--- src/rtl/otter_pkg.sv ---
// Otter core shared definitions: next-PC select codes,
// fetch sequencer states and instruction alignment mask.
package otter_pkg;

  typedef enum logic [2:0] {
    PC_PLUS4  = 3'd0,
    PC_JALR   = 3'd1,
    PC_BRANCH = 3'd2,
    PC_JAL    = 3'd3,
    PC_MTVEC  = 3'd4,
    PC_MEPC   = 3'd5
  } pc_sel_e;

  typedef enum logic [1:0] {
    ST_RESET = 2'd0,
    ST_FETCH = 2'd1,
    ST_HOLD  = 2'd2,
    ST_EXEC  = 2'd3
  } fetch_state_e;

  localparam logic [31:0] INSTR_ALIGN_MASK = 32'h3;

endpackage

--- src/rtl/pc_target_mux.sv ---
// Next-PC target selection with jalr/mtvec alignment
// and misaligned control-transfer detection.
module pc_target_mux
  import otter_pkg::*;
(
  input  logic [2:0]  i_pc_sel,
  input  logic [31:0] i_pc_plus4,
  input  logic [31:0] i_jal_addr,
  input  logic [31:0] i_branch_addr,
  input  logic [31:0] i_jalr_addr,
  input  logic [31:0] i_mtvec,
  input  logic [31:0] i_mepc,
  output logic [31:0] o_target,
  output logic [31:0] o_mtvec_tgt,
  output logic        o_misaligned
);

  logic w_chk;

  // Direct-mode trap vector only: mode bits are dropped.
  assign o_mtvec_tgt = i_mtvec & ~INSTR_ALIGN_MASK;

  always_comb begin
    o_target = i_pc_plus4;
    w_chk    = 1'b0;
    case (i_pc_sel)
      PC_JALR: begin
        o_target = {i_jalr_addr[31:1], 1'b0};
        w_chk    = 1'b1;
      end
      PC_BRANCH: begin
        o_target = i_branch_addr;
        w_chk    = 1'b1;
      end
      PC_JAL: begin
        o_target = i_jal_addr;
        w_chk    = 1'b1;
      end
      PC_MTVEC: o_target = o_mtvec_tgt;
      PC_MEPC: begin
        o_target = i_mepc;
        w_chk    = 1'b1;
      end
      default: o_target = i_pc_plus4;
    endcase
  end

  assign o_misaligned =
    w_chk && (|(o_target & INSTR_ALIGN_MASK));

endmodule

--- src/rtl/pc_sequencer.sv ---
// Otter PC register and instruction-fetch sequencer with
// req/ack fetch, valid/ready decode handoff and misalign trap.
module pc_sequencer
  import otter_pkg::*;
#(
  parameter logic [31:0] RESET_VECTOR = 32'h0000_0000
) (
  input  logic        clk,
  input  logic        rst,
  input  logic        pc_write,
  input  logic [2:0]  pc_sel,
  input  logic [31:0] jal_addr,
  input  logic [31:0] branch_addr,
  input  logic [31:0] jalr_addr,
  input  logic [31:0] mtvec,
  input  logic [31:0] mepc,
  output logic [31:0] pc,
  output logic [31:0] pc_plus4,
  output logic        imem_req,
  output logic [31:0] imem_addr,
  input  logic        imem_ack,
  input  logic [31:0] imem_rdata,
  output logic [31:0] ir,
  output logic        ir_valid,
  input  logic        ir_ready,
  output logic        misalign_trap,
  output logic [31:0] misalign_addr
);

  fetch_state_e r_state;
  fetch_state_e w_next;

  logic [31:0] r_pc;
  logic [31:0] r_ir;
  logic        r_trap;
  logic [31:0] r_maddr;

  logic [31:0] w_target;
  logic [31:0] w_mtvec_tgt;
  logic        w_misaligned;
  logic        w_commit;
  logic        w_load_ir;

  pc_target_mux u_mux (
    .i_pc_sel      (pc_sel),
    .i_pc_plus4    (pc_plus4),
    .i_jal_addr    (jal_addr),
    .i_branch_addr (branch_addr),
    .i_jalr_addr   (jalr_addr),
    .i_mtvec       (mtvec),
    .i_mepc        (mepc),
    .o_target      (w_target),
    .o_mtvec_tgt   (w_mtvec_tgt),
    .o_misaligned  (w_misaligned)
  );

  always_comb begin
    w_next    = r_state;
    w_commit  = 1'b0;
    w_load_ir = 1'b0;
    case (r_state)
      ST_RESET: w_next = ST_FETCH;
      ST_FETCH: begin
        if (imem_ack) begin
          w_load_ir = 1'b1;
          w_next    = ST_HOLD;
        end
      end
      ST_HOLD: begin
        if (ir_ready && pc_write) begin
          w_commit = 1'b1;
          w_next   = ST_FETCH;
        end else if (ir_ready) begin
          w_next = ST_EXEC;
        end
      end
      ST_EXEC: begin
        if (pc_write) begin
          w_commit = 1'b1;
          w_next   = ST_FETCH;
        end
      end
      default: w_next = ST_RESET;
    endcase
  end

  always_ff @(posedge clk) begin
    if (rst) begin
      r_state <= ST_RESET;
    end else begin
      r_state <= w_next;
    end
  end

  always_ff @(posedge clk) begin
    if (rst) begin
      r_pc    <= RESET_VECTOR;
      r_ir    <= 32'h0;
      r_trap  <= 1'b0;
      r_maddr <= 32'h0;
    end else begin
      r_trap <= 1'b0;
      if (w_load_ir) begin
        r_ir <= imem_rdata;
      end
      if (w_commit && w_misaligned) begin
        r_pc    <= w_mtvec_tgt;
        r_trap  <= 1'b1;
        r_maddr <= w_target;
      end else if (w_commit) begin
        r_pc <= w_target;
      end
    end
  end

  assign pc            = r_pc;
  assign pc_plus4      = r_pc + 32'd4;
  assign imem_req      = (r_state == ST_FETCH);
  assign imem_addr     = r_pc;
  assign ir            = r_ir;
  assign ir_valid      = (r_state == ST_HOLD);
  assign misalign_trap = r_trap;
  assign misalign_addr = r_maddr;

endmodule

--- config.mk ---
export PLATFORM = sky130hd
export DESIGN_NAME = pc_sequencer
export DESIGN_NICKNAME = d
export VERILOG_FILES = /design/src/rtl/otter_pkg.sv /design/src/rtl/pc_target_mux.sv /design/src/rtl/pc_sequencer.sv
export SDC_FILE = /design/constraint.sdc
export NUM_CORES = 1
export LEC_CHECK = 0
export BUFFER_PORTS_ARGS = -buffer_cell sky130_fd_sc_hd__buf_2
export CAP_MARGIN = 10
export CORE_AREA = 2 2 142 144
export DETAILED_ROUTE_END_ITERATION = 10
export DIE_AREA = 0 0 144 146
export PLACE_DENSITY = 0.62
export RECOVER_POWER = 25
export SYNTH_ARGS = -nofsm -noshare
export SYNTH_HDL_FRONTEND = slang
export SYNTH_SLANG_ARGS = --single-unit
export TNS_END_PERCENT = 1
--- constraint.sdc ---
create_clock -name clk -period 2.9 [get_ports clk]
set_clock_uncertainty 0.1 [all_clocks]
set_input_delay 0.145 -clock clk [delete_from_list [all_inputs] [get_ports clk]]
set_output_delay 0.145 -clock clk [all_outputs]
set_load 0.02 [all_outputs]
==> impl_metrics.csv, run 1 <==
group,metric,value,unit
logic_synthesis,synth_compound_area_frac,0.283,
routing,finalWirelength,30200,um
logic_synthesis,muxShareOfSynthArea,0.0249,
sta,slew_headroom,0.411,
placed_design,gp_congestion,0.904,
global_routing,antenna_found_initial,4,
logic_synthesis,synthTopCellsByArea,"dfxtp_1 (31%), nand2_1 (12%), a21oi_1 (6.5%), buf_4 (4.0%), a311oi_1 (3.8%)",
sta,setup-tns-final,0,ns
floorplanning,core_area,19300,um2
logic_synthesis,synthArstFlopShare,0,
placed_design,io_buffer_count,359,
sta,fmax,0.360,GHz
placed_design,place_hpwl,22900,um
logic_synthesis,synth.top_cell.area_share,0.309,
logic_synthesis,syn-num-nets,1083,
logic_synthesis,synth-xor-area-share,0.0364,
global_routing,track_usage,0.277,
clock_tree,cts_tree,"done",
placed_design,place_ws,0.397,ns
power_and_ir_drop,p_total,3.75,mW
logic_synthesis,post_synth.cell_area_avg,7.31,um2
sta,fin_ws,0.125,ns
worst_setup_path,crit_family,"simple AND/OR/NAND/NOR gates",
routing,first_pass_iters,5,
floorplanning,num_rows,51,
worst_setup_path,regToRegStartpoint,"imem_addr[16]",
routing,drt_iter0_markers,485,
hold_path,hold_end,"imem_addr[28]",
logic_synthesis,synth_fa_ha_area_frac,0.00974,
global_routing,grt_pass1_wl,44300,um
clock_tree,cts_buffers,9,
worst_setup_path,worst-path-max-fanout,10,
layout,fillers,2073,
logic_synthesis,yosys-top-cells-count,"nand2_1 (206), dfxtp_1 (99), a21oi_1 (84)",
routing,vias,7954,
sta,finalHoldViolations,0,
logic_synthesis,synth_edf_count,0,
power_and_ir_drop,peakVddDrop,0.251,mV
logic_synthesis,synth_top_family_by_area,"compound AO/OA/AOI/OAI gates",
logic_synthesis,yosysMostFrequentCell,"nand2_1",
worst_setup_path,cp.arrival,2.53,ns
routing,post-route-drc-count,0,
worst_setup_path,max_stage_delay,0.65,ns
sta,setup_viol,0,
worst_setup_path,reg2reg_depth,6,
clock_tree,clk_pin_slew,0.07,ns
logic_synthesis,yosys.area_share.simple,0.241,
clock_tree,htreeDepth,3,
worst_setup_path,worstPathCellList,"nand4_1 > or4_4 > nor4_1 > xnor2_1 > buf_2",
sta,rsz0062_at_grt,"false",
logic_synthesis,synth_area_leader_cell,"dfxtp_1",
power_and_ir_drop,power.density,407,nW/um2
clock_tree,insertion_delay,0.36,ns
worst_setup_path,r2r_end,"imem_addr[28]",
sta,finalCriticalPeriod,2.77,ns
logic_synthesis,ys_ff_latch,99,
logic_synthesis,ys_types,62,
power_and_ir_drop,leakagePower,4.03,nW
worst_setup_path,path_buf_inv,1,
clock_tree,cts.path.max_buffers,2,
routing,viasPerCell,5.22,
clock_tree,cts.sink_count,99,
worst_setup_path,startpoint_type,"flop",
floorplanning,die_height,146,um
clock_tree,clockRootBuffer,"clkbuf_16",
logic_synthesis,synth_ff_type,"dfxtp_1",
worst_setup_path,critPathRequiredTime,2.65,ns
sta,fin_crit_sh,0.957,
layout,area_growth,43.2,%
hold_path,holdPathStages,3,
run_status,outcome,"complete, no violations",
logic_synthesis,syn_inst,878,
sta,worstMarginPinSlew,0.884,ns
global_routing,grt.overflow.total,0,
logic_synthesis,yosys_warnings,0,
routing,ant_nets,0,
floorplanning,initial_core_util,0.332,
sta,drv_slew,0,
worst_setup_path,critPathSlowestCell,"or4_4",
floorplanning,dieArea,21000,um2
global_routing,grt_start_max_net_pins,79,
hold_path,holdCritPathClass,"in2reg",
layout,final_nets,1454,
floorplanning,dieWidth,144,um
floorplanning,ios,363,
clock_tree,post_cts_resized,0,
global_routing,grt_pass1_vias,7764,
logic_synthesis,synth_area,6420,um2
logic_synthesis,seq_area_frac_synth,0.309,
worst_setup_path,cp-end-kind,"primary output",
worst_setup_path,crit_type,"reg2out",
hold_path,hold_path_startpoint,"mtvec[28]",
routing,wire_per_inst,19.8,um
run,drv_cap,0,
worst_setup_path,r2r_slack,0.38,ns
layout,layout-drive-gt1-share,0.306,
-- tightest hold or removal path, cell delays in order --
cell and delay, ns:
buf_2 0.10, nand2_1 0.08, a311oi_2 0.09
-- power by group --
group / total, mW / switching [mW] / internal (mW) / leakage (nW)
logic: 1.07 / 0.635 / 0.437 / 3.10
registers: 1.47 / 0.0574 / 1.42 / 0.801
clock network: 1.20 / 0.603 / 0.598 / 0.136
total: 3.75 / 1.30 / 2.45 / 4.03
-- layer usage --
metal	track usage	vias up	wire, um
met1	0.310	3680	11900
met4	0.0961	2	840
met3	0.0612	51	2320
met5	0	-	12
met2	0.509	390	15100
li1	-	3831	-
-- kinds of logic (layout without fill, tap and decap cells) --
family | after synthesis | count (layout)
other cells | 0 | 4
flops | 99 | 99
compound gates | 263 | 263
mux | 15 | 15
xor+xnor | 25 | 25
simple gates | 345 | 345
fa+ha+maj | 5 | 5
buf+inv | 126 | 502
-- how the worst max path moves through the flow --
stage                       start            end  slack [ns]  cells after the start
global route        imem_addr[16]   pc_plus4[30]       0.002                      5
finish              imem_addr[16]   pc_plus4[30]        0.13                      5
CTS                 imem_addr[16]   pc_plus4[30]         0.1                      5
detailed placement  imem_addr[16]  imem_addr[28]        0.40                      6
floorplan           imem_addr[10]  imem_addr[31]        0.18                      7
global placement     imem_addr[5]  imem_addr[19]        0.42                      6
-- sequential cells by signal, summed over array words and instances, names as in the netlist --
name / count
r_state: 2
imem_addr: 32
ir: 32
misalign_addr: 32
misalign_trap: 1
-- stage by stage --
stage / util / instance area, um2 / instances / hold slack [ns]
3_5_place_dp: 0.433 / 8380 / 1442 / 0.292
6_report: 0.476 / 9200 / 1523 / 0.0194
5_1_grt: 0.476 / 9200 / 1521 / 0.0128
2_1_floorplan: - / 6420 / 878 / 0.181
4_1_cts: 0.479 / 9260 / 1517 / 0.00471
3_3_place_gp: 0.433 / 8380 / 1442 / 0.287
-- what timing repair did --
action                                  CTS  global route
endpoints found under the setup margin    0             3
buffers inserted                          0             2
hold buffers                             59             0
hold endpoints to repair                 59             0
-- placed cells by master, fill, tap and decap left out, types with 5 or more instances in the layout --
cell type,instances
a211oi_1,6
a21oi_1,84
a221oi_1,6
a22o_1,16
a22oi_1,9
a2bb2oi_1,12
a311oi_1,28
and2_1,9
buf_2,293
buf_4,52
clkbuf_1,65
clkbuf_16,9
dfxtp_1,99
dlygate4sd3_1,59
ha_1,5
inv_1,16
mux2_2,8
mux2i_1,7
nand2_1,206
nand2b_1,11
nand3_1,11
nand4_1,9
nor2_1,53
nor2b_1,10
nor3_1,8
nor4_1,5
o211ai_1,12
o21a_1,13
o21ai_0,26
o22a_1,10
o22ai_1,16
or3_1,5
xnor2_1,13
xor2_1,10
-- cell type report --
type,count,area (um2),share of cell area
Multi-Input combinational cell,653,3830,0.416
Clock inverter,7,65.1,0.00707
Sequential cell,99,1980,0.215
Timing Repair Buffer,469,2690,0.293
Tap cell,265,332,0.0360
Antenna cell,4,10.0,0.00109
Clock buffer,9,225,0.0245
Inverter,17,63.8,0.00694
Power figures use the tool's default switching activity.
==> inputs of run 2 (changes only) <==
Settings changed: GPL_TIMING_DRIVEN set to 0, HOLD_SLACK_MARGIN set to 0.1.
==> run 2 against run 1 <==
Against the previous run:
- first-iteration DRC count is 21% higher
- final cell count increased by 3.9%
- via count increased by 8.2%
- critical path depth up 1
- cell area grew 2.6%
- critical endpoint unchanged
- sequential power barely moved
- clock power up 8%
- non-clock buffer count increased by 60
- largest power group unchanged
- largest cell class unchanged
- utilization increased by 1.2 points
- power rose by 4.8%
==> impl_metrics.csv, run 2 (same netlist as run 1, synthesis figures left out) <==
group,metric,value,unit
sta,drv_slew,0,
layout,final_cell_mix,"buf_2 (300), nand2_1 (206), clkbuf_1 (118)",
global_routing,grt.overflow.total,0,
worst_setup_path,worst-path-max-fanout,10,
routing,ant_nets,0,
power_and_ir_drop,peakVddDrop,0.292,mV
routing,viasPerCell,5.44,
clock_tree,insertion_delay,0.36,ns
global_routing,grt.busiest_layer,"met2",
sta,fin_crit_sh,0.970,
worst_setup_path,reg2reg_depth,10,
sta,setup_viol,0,
routing,finalWirelength,35200,um
floorplanning,dieArea,21000,um2
global_routing,grt_pass1_vias,8417,
hold_path,holdCritPathClass,"in2reg",
sta,fmax,0.355,GHz
global_routing,grt_start_max_net_pins,19,
clock_tree,postCtsSetupRepairBufs,0,
layout,multi_input_area,3850,um2
sta,slew_headroom,0.388,
placed_design,place_ws,-0.362,ns
sta,worstMarginPinSlew,0.919,ns
run,drv_cap,0,
sta,fin_ws,0.0869,ns
worst_setup_path,startpoint_type,"flop",
routing,post-route-drc-count,0,
clock_tree,htreeDepth,3,
clock_tree,clk_pin_slew,0.08,ns
global_routing,track_usage,0.321,
floorplanning,num_rows,51,
layout,fillers,2044,
floorplanning,ios,363,
placed_design,gp_congestion,0.949,
floorplanning,core_area,19300,um2
global_routing,grt.met3_usage,0.0763,
placed_design,place_hpwl,26900,um
routing,wire_per_inst,22.3,um
floorplanning,dieWidth,144,um
power_and_ir_drop,power.density,416,nW/um2
clock_tree,clockRootBuffer,"clkbuf_16",
placed_design,place_area,8550,um2
layout,final_nets,1514,
clock_tree,cts_tree,"done",
global_routing,use_met2,0.547,
global_routing,use_met1,0.353,
floorplanning,die_height,146,um
power_and_ir_drop,leakagePower,4.13,nW
clock_tree,cts.path.max_buffers,2,
layout,layout-drive-gt1-share,0.298,
global_routing,antenna_found_initial,6,
routing,drt_iter0_markers,588,
layout,seqCellArea,1990,um2
placed_design,io_buffer_count,358,
floorplanning,initial_core_util,0.332,
worst_setup_path,crit_type,"reg2out",
worst_setup_path,cp.arrival,2.57,ns
worst_setup_path,critPathRequiredTime,2.65,ns
global_routing,grt_pass1_wl,49900,um
run_status,outcome,"complete, no violations",
layout,layout_commonest_cell,"buf_2",
sta,rsz0062_at_grt,"true",
layout,stdcell_area,9440,um2
sta,finalCriticalPeriod,2.81,ns
routing,first_pass_iters,8,
hold_path,holdPathStages,4,
sta,finalHoldViolations,0,
layout,area_growth,47.0,%
routing,vias,8604,
clock_tree,cts.sink_count,99,
worst_setup_path,cp-end-kind,"primary output",
clock_tree,cts_buffers,9,
## run 2: cell count changes in the layout (fill, tap and decap cells not counted), moves of 5 or more
cell      delta
clkbuf_2     +5
dfxtp_1     -10
buf_1        +9
dfxtp_2     +10
clkbuf_1    +53
buf_4       -18
buf_2        +7
## run 2: per-stage QoR
step           utilization  hold slack [ns]  std cells  power [mW]  TNS (ns)
2_1_floorplan            -            0.181        878        2.10         0
3_3_place_gp         0.442            0.287       1501        2.57     -4.81
3_5_place_dp         0.442            0.293       1501        2.57     -4.89
4_1_cts              0.491            0.110       1579        3.93  -0.00118
5_1_grt              0.488            0.148       1580        4.08   -0.0661
6_report             0.488            0.116       1582        3.93         0
## run 2: repair_timing
action                                  in CTS  in global routing
endpoints found under the hold margin       62                  0
endpoints found under the setup margin      16                 23
pin swaps                                    0                  1
hold buffers                                62                  0
gates resized for setup                      7                 18
## run 2: power breakdown
group	total [mW]	internal, mW	switching (mW)
sequential	1.48	1.42	0.0635
clock	1.30	0.685	0.617
combinational	1.14	0.443	0.701
## run 2: area by class of cell
| type | instances | area share |
|---|---|---|
| multi-input cells | 653 | 0.408 |
| clock inverters | 7 | 0.00848 |
| inverters | 17 | 0.00676 |
| diodes | 3 | 0.000795 |
| repair buffers | 420 | 0.247 |
| flip-flops and latches | 99 | 0.211 |
| plain buffers | 109 | 0.0592 |
| clock buffers | 9 | 0.0239 |
| well taps | 265 | 0.0351 |
## run 2: worst max-delay path, cell delays in order (launching register included)
cell	delay (ns)
dfxtp_1	0.47
nand4_4	0.19
or4_4	0.56
buf_6	0.16
nor4_1	0.33
xnor2_1	0.25
buf_2	0.24
## run 2: worst paths after layout
path,start,end,slack [ns]
worst min-delay path,imem_ack,ir[30],0.12
worst min register to register,ir[14],ir[14],0.36
worst max register to register,r_state[0],misalign_addr[29],0.23
worst max-delay path,imem_addr[13],pc_plus4[30],0.09
## run 2: routing by layer
metal	up-vias	share of wire
met1	3971	0.37
met4	4	0.066
li1	3950	-
met2	551	0.47
met3	128	0.094
met5	-	0.00060
==> inputs of run 3 (changes only) <==
==> constraint.sdc (replaced) <==
create_clock -name clk -period 2.9 [get_ports clk]
set_clock_uncertainty 0.1 [all_clocks]
set_input_delay 0.145 -clock clk [delete_from_list [all_inputs] [get_ports clk]]
set_output_delay 0.145 -clock clk [all_outputs]
set_load 0.1 [all_outputs]
==> run 3 against run 2 <==
Against the previous run:
- the run now ends with negative setup slack left
- global-route usage shrank 0.62 points
- critical endpoint is now imem_addr[2]
- count of clock-buffer cells in the layout up 2
- power increased by 14%
- critical path type is now in2reg
- combinational power up 51%
- die area did not move
- final cell count unchanged
- utilization is 2.2 points higher
==> impl_metrics.csv, run 3 (same netlist as run 1, synthesis figures left out) <==
group,metric,value,unit
clock_tree,htreeDepth,3,
sta,fin_ws,-0.0262,ns
clock_tree,cts_tree,"done",
layout,layout_commonest_cell,"buf_2",
routing,drt_iter0_markers,624,
global_routing,grt_start_max_net_pins,18,
power_and_ir_drop,leakagePower,4.30,nW
run,drv_cap,0,
floorplanning,dieArea,21000,um2
placed_design,place_ws,-0.337,ns
sta,fin_crit_sh,1.01,
floorplanning,num_rows,51,
worst_setup_path,worstPathCellList,"buf_2 > buf_2 > buf_1 > clkbuf_1 > o22ai_1 > a22oi_1 > nand2_1 > a311oi_1",
sta,worstMarginPinSlew,1.24,ns
clock_tree,insertion_delay,0.37,ns
routing,finalWirelength,34600,um
worst_setup_path,worst-path-max-fanout,10,
layout,area_growth,53.8,%
power_and_ir_drop,power.density,453,nW/um2
clock_tree,postCtsSetupRepairBufs,0,
sta,setup_viol,2,
routing,ant_nets,0,
worst_setup_path,regToRegStartpoint,"imem_addr[2]",
worst_setup_path,critPathRequiredTime,3.06,ns
placed_design,io_buffer_count,358,
clock_tree,cts_buffers,9,
global_routing,track_usage,0.314,
worst_setup_path,startpoint_type,"primary input",
layout,final_cell_mix,"buf_2 (293), nand2_1 (206), clkbuf_1 (115)",
worst_setup_path,r2r_end,"imem_addr[24]",
global_routing,grt_pass1_vias,8324,
worst_setup_path,cpMostUsedCell,"buf_2",
run_status,violations,"negative setup slack",
routing,wire_per_inst,21.8,um
clock_tree,clockRootBuffer,"clkbuf_16",
run_status,outcome,"finished, violations left",
sta,slew_headroom,0.175,
floorplanning,ios,363,
placed_design,place_hpwl,26400,um
floorplanning,dieWidth,144,um
hold_path,holdPathStages,4,
clock_tree,cts.path.max_buffers,2,
global_routing,grt_pass1_wl,49000,um
clock_tree,clk_pin_slew,0.07,ns
sta,rsz0062_at_grt,"true",
layout,layout-drive-gt1-share,0.335,
hold_path,hold_end,"ir[29]",
worst_setup_path,reg2reg_depth,7,
worst_setup_path,r2r_slack,0.28,ns
global_routing,grt.overflow.total,0,
sta,hold_ws,0.106,ns
routing,post-route-drc-count,0,
routing,first_pass_iters,5,
clock_tree,cts.sink_count,99,
floorplanning,die_height,146,um
placed_design,gp_congestion,0.926,
sta,drv_slew,0,
sta,finalHoldViolations,0,
floorplanning,core_area,19300,um2
hold_path,hold_path_startpoint,"imem_ack",
layout,final_nets,1512,
worst_setup_path,max_stage_delay,0.77,ns
global_routing,antenna_found_initial,7,
worst_setup_path,critPathSlowestCell,"buf_1",
floorplanning,initial_core_util,0.332,
worst_setup_path,cp-end-kind,"flop",
worst_setup_path,cp.arrival,3.08,ns
power_and_ir_drop,peakVddDrop,0.258,mV
hold_path,holdCritPathClass,"in2reg",
sta,fmax,0.342,GHz
routing,vias,8410,
routing,viasPerCell,5.32,
worst_setup_path,crit_type,"in2reg",
sta,finalCriticalPeriod,2.93,ns
run 3: cell count changes in the layout (fill, tap and decap cells not counted), moves of 3 or more:
cell / previous run / this run
xor2_1: 10 / 0
clkbuf_1: 118 / 115
dfxtp_1: 89 / 72
buf_4: 34 / 42
xnor2_2: 0 / 10
dfxtp_4: 0 / 16
xnor2_1: 13 / 1
xor2_4: 0 / 11
nor4_1: 5 / 1
buf_2: 300 / 293
nor4_2: 1 / 4
run 3: stage by stage:
| stage | TNS, ns | power, mW | instances | utilization | area [um2] |
|---|---|---|---|---|---|
| 4_1_cts | 0 | 4.47 | 1578 | 0.513 | 9920 |
| 3_3_place_gp | -5.13 | 3.14 | 1501 | 0.464 | 8960 |
| 6_report | -0.0275 | 4.47 | 1582 | 0.511 | 9870 |
| 5_1_grt | -0.172 | 4.61 | 1579 | 0.510 | 9870 |
| 3_5_place_dp | -5.77 | 3.15 | 1501 | 0.464 | 8960 |
| 2_1_floorplan | -1.42 | 2.69 | 878 | - | 6840 |
run 3: timing repair:
action	CTS	global route
resized for setup	13	8
setup endpoints to repair	32	24
pin swaps	1	0
hold endpoints to repair	62	0
hold buffers	62	0
run 3: how the worst max path moves through the flow:
stage          slack [ns]       endpoint  cells past startpoint           from
5_1_grt             -0.07   pc_plus4[29]                      6   imem_addr[5]
3_3_place_gp        -0.29   imem_addr[2]                      9      pc_sel[0]
6_report            -0.03   imem_addr[2]                      8      pc_sel[1]
3_5_place_dp        -0.34   imem_addr[2]                      9      pc_sel[0]
4_1_cts             0.009   pc_plus4[28]                      6  imem_addr[17]
2_1_floorplan       -0.12  imem_addr[30]                      7  imem_addr[10]
run 3: routing by layer:
| layer | track usage | part of all wire | vias to the layer above |
|---|---|---|---|
| met4 | 0.141 | 0.044 | 6 |
| met5 | 0 | 0.00098 | - |
| li1 | - | - | 3936 |
| met3 | 0.0648 | 0.088 | 91 |
| met1 | 0.368 | 0.38 | 3884 |
| met2 | 0.548 | 0.48 | 493 |
run 3: layout make-up:
type / count / area, um2
clock inverter: 5 / 42.5
clock buffer: 11 / 254
multi-input combinational: 653 / 4200
tap: 265 / 332
buffer: 107 / 553
inverter: 17 / 63.8
sequential: 99 / 2060
antenna: 5 / 12.5
fill: 2005 / 9460
timing repair buffer: 420 / 2360
run 3: worst max-delay path: cells and delay by family:
family,cells,cell delay [ns]
buffers and inverters,4,1.91
AOI/OAI and AO/OA,3,0.92
and+or+nand+nor,1,0.10
run 3: report_power, final:
| part | total, mW | internal (mW) | switching [mW] |
|---|---|---|---|
| Sequential | 1.48 | 1.41 | 0.0736 |
| Clock | 1.27 | 0.649 | 0.619 |
| Combinational | 1.72 | 0.457 | 1.26 |
